### src/rtl/dma_xfer_ctrl.sv
// dma_xfer_ctrl: word-by-word memory-to-memory copy sequencer (req/gnt master).
// Optional level interrupt on completion is built in when DMA_IRQ_EN is defined.
module dma_xfer_ctrl #(
    parameter int ADDR_WIDTH = 32,
    parameter int DATA_WIDTH = 32,
    parameter int LEN_WIDTH  = 32
) (
    input  logic                  ACLK,
    input  logic                  ARESETn,
    input  logic                  start,
    input  logic                  irq_enable,
    input  logic [ADDR_WIDTH-1:0] src_addr,
    input  logic [ADDR_WIDTH-1:0] dst_addr,
    input  logic [LEN_WIDTH-1:0]  length,
    output logic                  busy,
    output logic                  done,
    output logic                  error,
    output logic                  irq,
    input  logic                  irq_clear,
    output logic                  rd_req,
    output logic [ADDR_WIDTH-1:0] rd_addr,
    input  logic                  rd_gnt,
    input  logic                  rd_rvalid,
    input  logic [DATA_WIDTH-1:0] rd_rdata,
    output logic                  wr_req,
    output logic [ADDR_WIDTH-1:0] wr_addr,
    output logic [DATA_WIDTH-1:0] wr_data,
    input  logic                  wr_gnt
);
    localparam int STEP = DATA_WIDTH / 8;
    localparam logic [ADDR_WIDTH-1:0] A_STEP = ADDR_WIDTH'(STEP);
    localparam logic [ADDR_WIDTH-1:0] A_MASK = ADDR_WIDTH'(STEP - 1);
    localparam logic [LEN_WIDTH-1:0]  L_STEP = LEN_WIDTH'(STEP);
    localparam logic [LEN_WIDTH-1:0]  L_MASK = LEN_WIDTH'(STEP - 1);

    typedef enum logic [2:0] {
        S_IDLE, S_RD_REQ, S_RD_WAIT, S_WR_REQ, S_FIN
    } state_t;

    state_t                state, state_nxt;
    logic [ADDR_WIDTH-1:0] cur_src, cur_dst;
    logic [LEN_WIDTH-1:0]  remaining;
    logic [DATA_WIDTH-1:0] data_q;
    logic                  accept, misaligned, last_beat, fin_entry;

    assign accept     = (state == S_IDLE) && start;
    assign misaligned = ((src_addr & A_MASK) != '0) ||
                        ((dst_addr & A_MASK) != '0) ||
                        ((length & L_MASK) != '0);
    assign last_beat  = (remaining == L_STEP);
    assign fin_entry  = (state_nxt == S_FIN);

    always_ff @(posedge ACLK or negedge ARESETn) begin
        if (!ARESETn) state <= S_IDLE;
        else          state <= state_nxt;
    end

    // Zero-length and misaligned requests both finish without bus traffic.
    always_comb begin
        state_nxt = state;
        unique case (state)
            S_IDLE:
                if (start)
                    state_nxt = (length == '0 || misaligned) ? S_FIN : S_RD_REQ;
            S_RD_REQ:  if (rd_gnt)    state_nxt = S_RD_WAIT;
            S_RD_WAIT: if (rd_rvalid) state_nxt = S_WR_REQ;
            S_WR_REQ:
                if (wr_gnt)
                    state_nxt = last_beat ? S_FIN : S_RD_REQ;
            S_FIN:     state_nxt = S_IDLE;
            default:   state_nxt = S_IDLE;
        endcase
    end

    always_comb begin
        busy   = 1'b0;
        rd_req = 1'b0;
        wr_req = 1'b0;
        unique case (state)
            S_RD_REQ:  begin busy = 1'b1; rd_req = 1'b1; end
            S_RD_WAIT: busy = 1'b1;
            S_WR_REQ:  begin busy = 1'b1; wr_req = 1'b1; end
            default:   ;
        endcase
    end

    assign rd_addr = cur_src;
    assign wr_addr = cur_dst;
    assign wr_data = data_q;

    always_ff @(posedge ACLK or negedge ARESETn) begin
        if (!ARESETn) begin
            cur_src   <= '0;
            cur_dst   <= '0;
            remaining <= '0;
            data_q    <= '0;
        end else begin
            if (accept) begin
                cur_src   <= src_addr;
                cur_dst   <= dst_addr;
                remaining <= length;
            end
            if (state == S_RD_WAIT && rd_rvalid)
                data_q <= rd_rdata;
            if (state == S_WR_REQ && wr_gnt) begin
                cur_src   <= cur_src + A_STEP;
                cur_dst   <= cur_dst + A_STEP;
                remaining <= remaining - L_STEP;
            end
        end
    end

    always_ff @(posedge ACLK or negedge ARESETn) begin
        if (!ARESETn) begin
            done  <= 1'b0;
            error <= 1'b0;
        end else begin
            if (fin_entry)   done <= 1'b1;
            else if (accept) done <= 1'b0;
            if (accept)
                error <= (length != '0) && misaligned;
        end
    end

`ifdef DMA_IRQ_EN
    always_ff @(posedge ACLK or negedge ARESETn) begin
        if (!ARESETn)                     irq <= 1'b0;
        else if (irq_clear)               irq <= 1'b0;
        else if (fin_entry && irq_enable) irq <= 1'b1;
    end
`else
    logic unused_irq_inputs;
    assign unused_irq_inputs = irq_clear ^ irq_enable;
    assign irq = 1'b0;
`endif

endmodule

### config.mk
export PLATFORM = sky130hd
export DESIGN_NAME = dma_xfer_ctrl
export DESIGN_NICKNAME = d
export VERILOG_FILES = /design/src/rtl/dma_xfer_ctrl.sv
export SDC_FILE = /design/constraint.sdc
export NUM_CORES = 1
export LEC_CHECK = 0
export CELL_PAD_IN_SITES_DETAIL_PLACEMENT = 1
export CELL_PAD_IN_SITES_GLOBAL_PLACEMENT = 1
export CORE_MARGIN = 8
export CORE_UTILIZATION = 30
export CTS_CLUSTER_SIZE = 30
export DETAILED_ROUTE_END_ITERATION = 8
export GPL_TIMING_DRIVEN = 1
export PLACE_DENSITY_LB_ADDON = 0.1
export SLEW_MARGIN = 20
export SYNTH_ARGS = -nofsm -noshare
export SYNTH_HDL_FRONTEND = slang
export SYNTH_SLANG_ARGS = --single-unit
### constraint.sdc
create_clock -name ACLK -period 2.4 [get_ports ACLK]
set_input_delay 0.48 -clock ACLK [delete_from_list [all_inputs] [get_ports ACLK]]
set_output_delay 0.48 -clock ACLK [all_outputs]
set_load 0.1 [all_outputs]
Word level (Yosys, flattened, before mapping)
Cells that the tools add are included.
{"block": "totals", "regBits": 133, "out_inout_bits": 102, "wordCells": 49}
{"block": "classes", "n_addsub": 3, "eq_ne": 5, "n_mux": 18, "n_reduce_logical": 16}
{"cell": "32-bit two-way mux", "n": 6}
{"cell": "32-bit nonzero test", "n": 4}
{"cell": "32-bit by 3-bit adder with 32-bit output (second input constant)", "n": 2}
{"cell": "32-bit by 3-bit equality test with 1-bit output (second input constant)", "n": 1}
{"cell": "32-bit logical NOT", "n": 1}
{"cell": "32-bit by 3-bit subtractor with 32-bit output (second input constant)", "n": 1}
{"cell": "3-bit two-way mux", "n": 6}
{"cell": "3-bit case mux with 4 select lines", "n": 1}
{"cell": "3-bit by 2-bit equality test with 1-bit output (second input constant)", "n": 2}
{"cell": "1-bit two-way mux", "n": 5}
{"cell": "1-bit logical AND", "n": 4}
{"cell": "2-bit nonzero test", "n": 2}
{"cell": "3-bit by 1-bit equality test with 1-bit output (second input constant)", "n": 1}
{"cell": "3-bit equality test (second input constant)", "n": 1}
{"cell": "3-bit logical NOT", "n": 1}
{"cell": "1-bit logical OR", "n": 3}
{"cell": "3-bit OR reduction", "n": 1}

Longest topological paths before layout
{"block": "logic_depth", "word_depth": 9, "depth_mapped": 9}

Least setup slack after synthesis
Ideal clock, no wire load.
{"block": "synth_path", "path_kind": "register to register", "start": "reg cur_src[9] (netlist: rd_addr[9])", "end": "reg cur_src[23] (netlist: rd_addr[23])", "arrival_ps": 2675, "t_required_ps": 2273, "setup_slack_ps": -401, "path_stages_with_launch": 8, "n_path_buf": 2, "period_less_slack_ps": 2801, "cell_sequence": "dfrtp_1 clkbuf_1 nand3_1 nor4_1 clkbuf_1 nand4_1 a21o_1 a221o_1"}
{"block": "synth_via", "elab_chain_cells": 2}
{"element": "from (decl)", "line_no": "41", "rtl": "logic [ADDR_WIDTH-1:0] cur_src, cur_dst;"}
{"element": "from (signal assigned)", "line_no": "99", "rtl": "cur_src <= src_addr;"}
{"element": "from (signal assigned)", "line_no": "106", "rtl": "cur_src <= cur_src + A_STEP;"}
{"element": "32-bit by 3-bit adder with 32-bit output", "line_no": "106"}
{"element": "32-bit two-way mux", "line_no": "105", "rtl": "if (state == S_WR_REQ && wr_gnt) begin"}
Every way passes these cells.
A chain may end at the register's enable or synchronous reset.

Worst setup path after layout
{"block": "layout_path", "start": "reg remaining[9]", "end": "reg remaining[27]"}
{"block": "layout_via", "elab_chain_cells": 2}
{"element": "from (decl)", "line_no": "42", "rtl": "logic [LEN_WIDTH-1:0] remaining;"}
{"element": "from (signal assigned)", "line_no": "101", "rtl": "remaining <= length;"}
{"element": "from (signal assigned)", "line_no": "108", "rtl": "remaining <= remaining - L_STEP;"}
{"element": "32-bit by 3-bit subtractor with 32-bit output", "line_no": "108"}
{"element": "32-bit two-way mux", "line_no": "105"}
Every way passes these cells.

==> metrics <==
crit path from remaining[9]; Primary FF master, synth dfrtp_1; Hold Path Class reg -> reg; Worst slew margin 56.6%; Final Cell Area 0.0103 mm²; CTS tree built; commonest non-fill, non-tap cell in the layout buf_4; crit-path max FO 16; DR WL/cell 20.3 µm; cts bufs inserted 17; first-pass iteration count of the detailed router 4; Die ar. 0.0278 mm²; DR vias/cell 5.41; fraction of layout cells with a size suffix above 1 26.8%; Die X 167 µm; DRC 0; row cnt 55; H-tree levels 4; async set or reset register ratio after synthesis 100%; IO Port Bufs 234; root buffer cell clkbuf_16; setup ws final 100 ps; Max Clock Skew 13.3 ps; All-Layer GR Usage 18.7%; antenna violations before repair 0; final WL 26.0 mm; die height 167 µm; final setup fails 0; Syn-to-layout area delta 52.0%; Initial Util 30.4%; Sequential Area 0.00336 mm²; critical path arrival 2580 ps; RePlAce Congestion 0.871; CP Data Required Time 2680 ps; cell area after synthesis 0.00681 mm²; DR iter-0 viols 327; final hold vios 0; RSZ-0062 raised after global routing no; # IOs 238; pre-CTS setup slack -227 ps; Post-synth EDFFs 0; sequential-to-total area share from yosys stat 48.9%; Detail Placement HPWL 19.7 mm; GRT overflow 0; worst reg2reg endpoint remaining[27]; crit end category flip-flop; Vias 6,952; clk_lat worst skew 420 ps; max capacitance violation total 0; CP endpoint remaining[27]; post-route antenna net violation count 0; Fmax 0.435 GHz; yosys warns 0; setup slack, reg-to-reg 100 ps; commonest non-fill, non-tap cells in the layout buf_4 (150), clkdlybuf4s50_1 (132), nand2_1 (127); Final Critical Period 2300 ps; pin count of the biggest net entering global routing 44; reg2reg start remaining[9]; Fillers 2,521; Synth Net Count 858; clk sink count 133; Mean Syn Cell Area 9.48 µm²; Fin Hold WS 493 ps; synth unique cells 50; R2R cell count 6; Slew Viols, Final 0; Total Nets Final 1,126; Antenna diodes 0; Slew @ Worst Pin 650 ps; clock transition at the registers of the reported paths 60 ps; critical path launch point type flip-flop; Bufs on Longest Clock Path 2; status completed; Placed Area 0.00972 mm²; Synth Register Bits 133; Synth Instances 718; vias in the first global route 7,663; period utilization 95.8%; area occupied by multi-input gates 0.00332 mm²; type of the worst setup path reg -> reg; Core ar. 0.0224 mm²; first-pass GRT wire length 42.2 mm
how the worst min path moves through the flow:
| stage | start | endpoint | slack, ps | cells past startpoint |
|---|---|---|---|---|
| 2_1_floorplan | ARESETn | done | 180 | 0 |
| 3_5_place_dp | ARESETn | wr_data[12] | 440 | 1 |
| 6_report | remaining[1] | remaining[1] | 490 | 2 |
| 3_3_place_gp | ARESETn | wr_data[10] | 440 | 1 |
| 4_1_cts | error | error | 500 | 2 |
| 5_1_grt | wr_data[8] | wr_data[8] | 530 | 1 |
critical path: stages (launching register included):
cell and delay [ps]:
dfrtp_1 400, or4_1 590, buf_4 190, or3_1 340
buf_4 200, o311ai_0 330, nand3_1 120
repair_timing:
item / CTS / global route
setup buffers: 0 / 0
cloned: 0 / 0
hold buffers: 1 / 0
gates resized for setup: 1 / 5
hold endpoints to repair: 14 / 0
endpoints found under the setup margin: 1 / 8
synthesized netlist by cell type, drive strengths merged, types with 9 or more instances:
| cell | instances | area, µm² |
|---|---|---|
| mux2 | 32 | 360 |
| inv | 9 | 33.8 |
| nand2 | 127 | 477 |
| or3 | 16 | 100 |
| a221o | 10 | 100 |
| dfrtp | 133 | 3330 |
| nor3 | 15 | 75.1 |
| clkbuf | 33 | 124 |
| o211ai | 49 | 373 |
| a21oi | 10 | 50.1 |
| nand4 | 20 | 125 |
| nor4 | 22 | 138 |
| o311ai | 39 | 342 |
| o21ai | 25 | 125 |
| or4 | 14 | 109 |
| nor2 | 33 | 124 |
| buf | 12 | 51.3 |
| nand3 | 60 | 305 |
registers in the layout, indices dropped and copies added (netlist names):
name       cells
error          1
remaining     32
wr_addr       32
done           1
rd_addr       32
state          3
wr_data       32
per-layer routing:
layer	up-vias	track usage (%)	routed length [µm]
met5	-	0	0
met4	0	3.92	229
met3	21	4.92	1340
met2	186	31.7	12600
met1	3453	23.6	11900
li1	3292	-	-
metrics by stage:
stage | std cells | utilization (%) | TNS, ps
floorplan | 718 | - | -63.0
global placement | 1251 | 43.3 | -2170
detailed placement | 1251 | 43.3 | -4410
CTS | 1284 | 46.1 | 0
global route | 1284 | 46.1 | 0
finish | 1284 | 46.1 | 0
cell type report:
cell class                      count  share of cell area, %
Multi-Input combinational cell    531                   32.1
Clock inverter                     13                   1.67
Sequential cell                   133                   32.5
Clock buffer                       19                   4.18
Timing Repair Buffer              294                   25.8
Inverter                            9                  0.326
Tap cell                          285                   3.45
logic make-up (layout without fill, tap and decap cells):
| logic type | count (synthesis) | after routing | share of synthesized area (%) |
|---|---|---|---|
| AO/OA/AOI/OAI | 165 | 165 | 18.2 |
| XOR/XNOR | 1 | 1 | 0.129 |
| adder cells (fa/ha/maj) | 4 | 4 | 0.735 |
| buffers and inverters | 54 | 335 | 3.07 |
| flip-flops | 133 | 133 | 48.9 |
| multiplexers | 32 | 32 | 5.29 |
| other | 1 | 1 | 0.0551 |
| AND/OR/NAND/NOR | 328 | 328 | 23.6 |
Power is left out: the tool's default activity adds up to more than one toggle a clock period on the data nets, which glitch-free logic cannot reach.
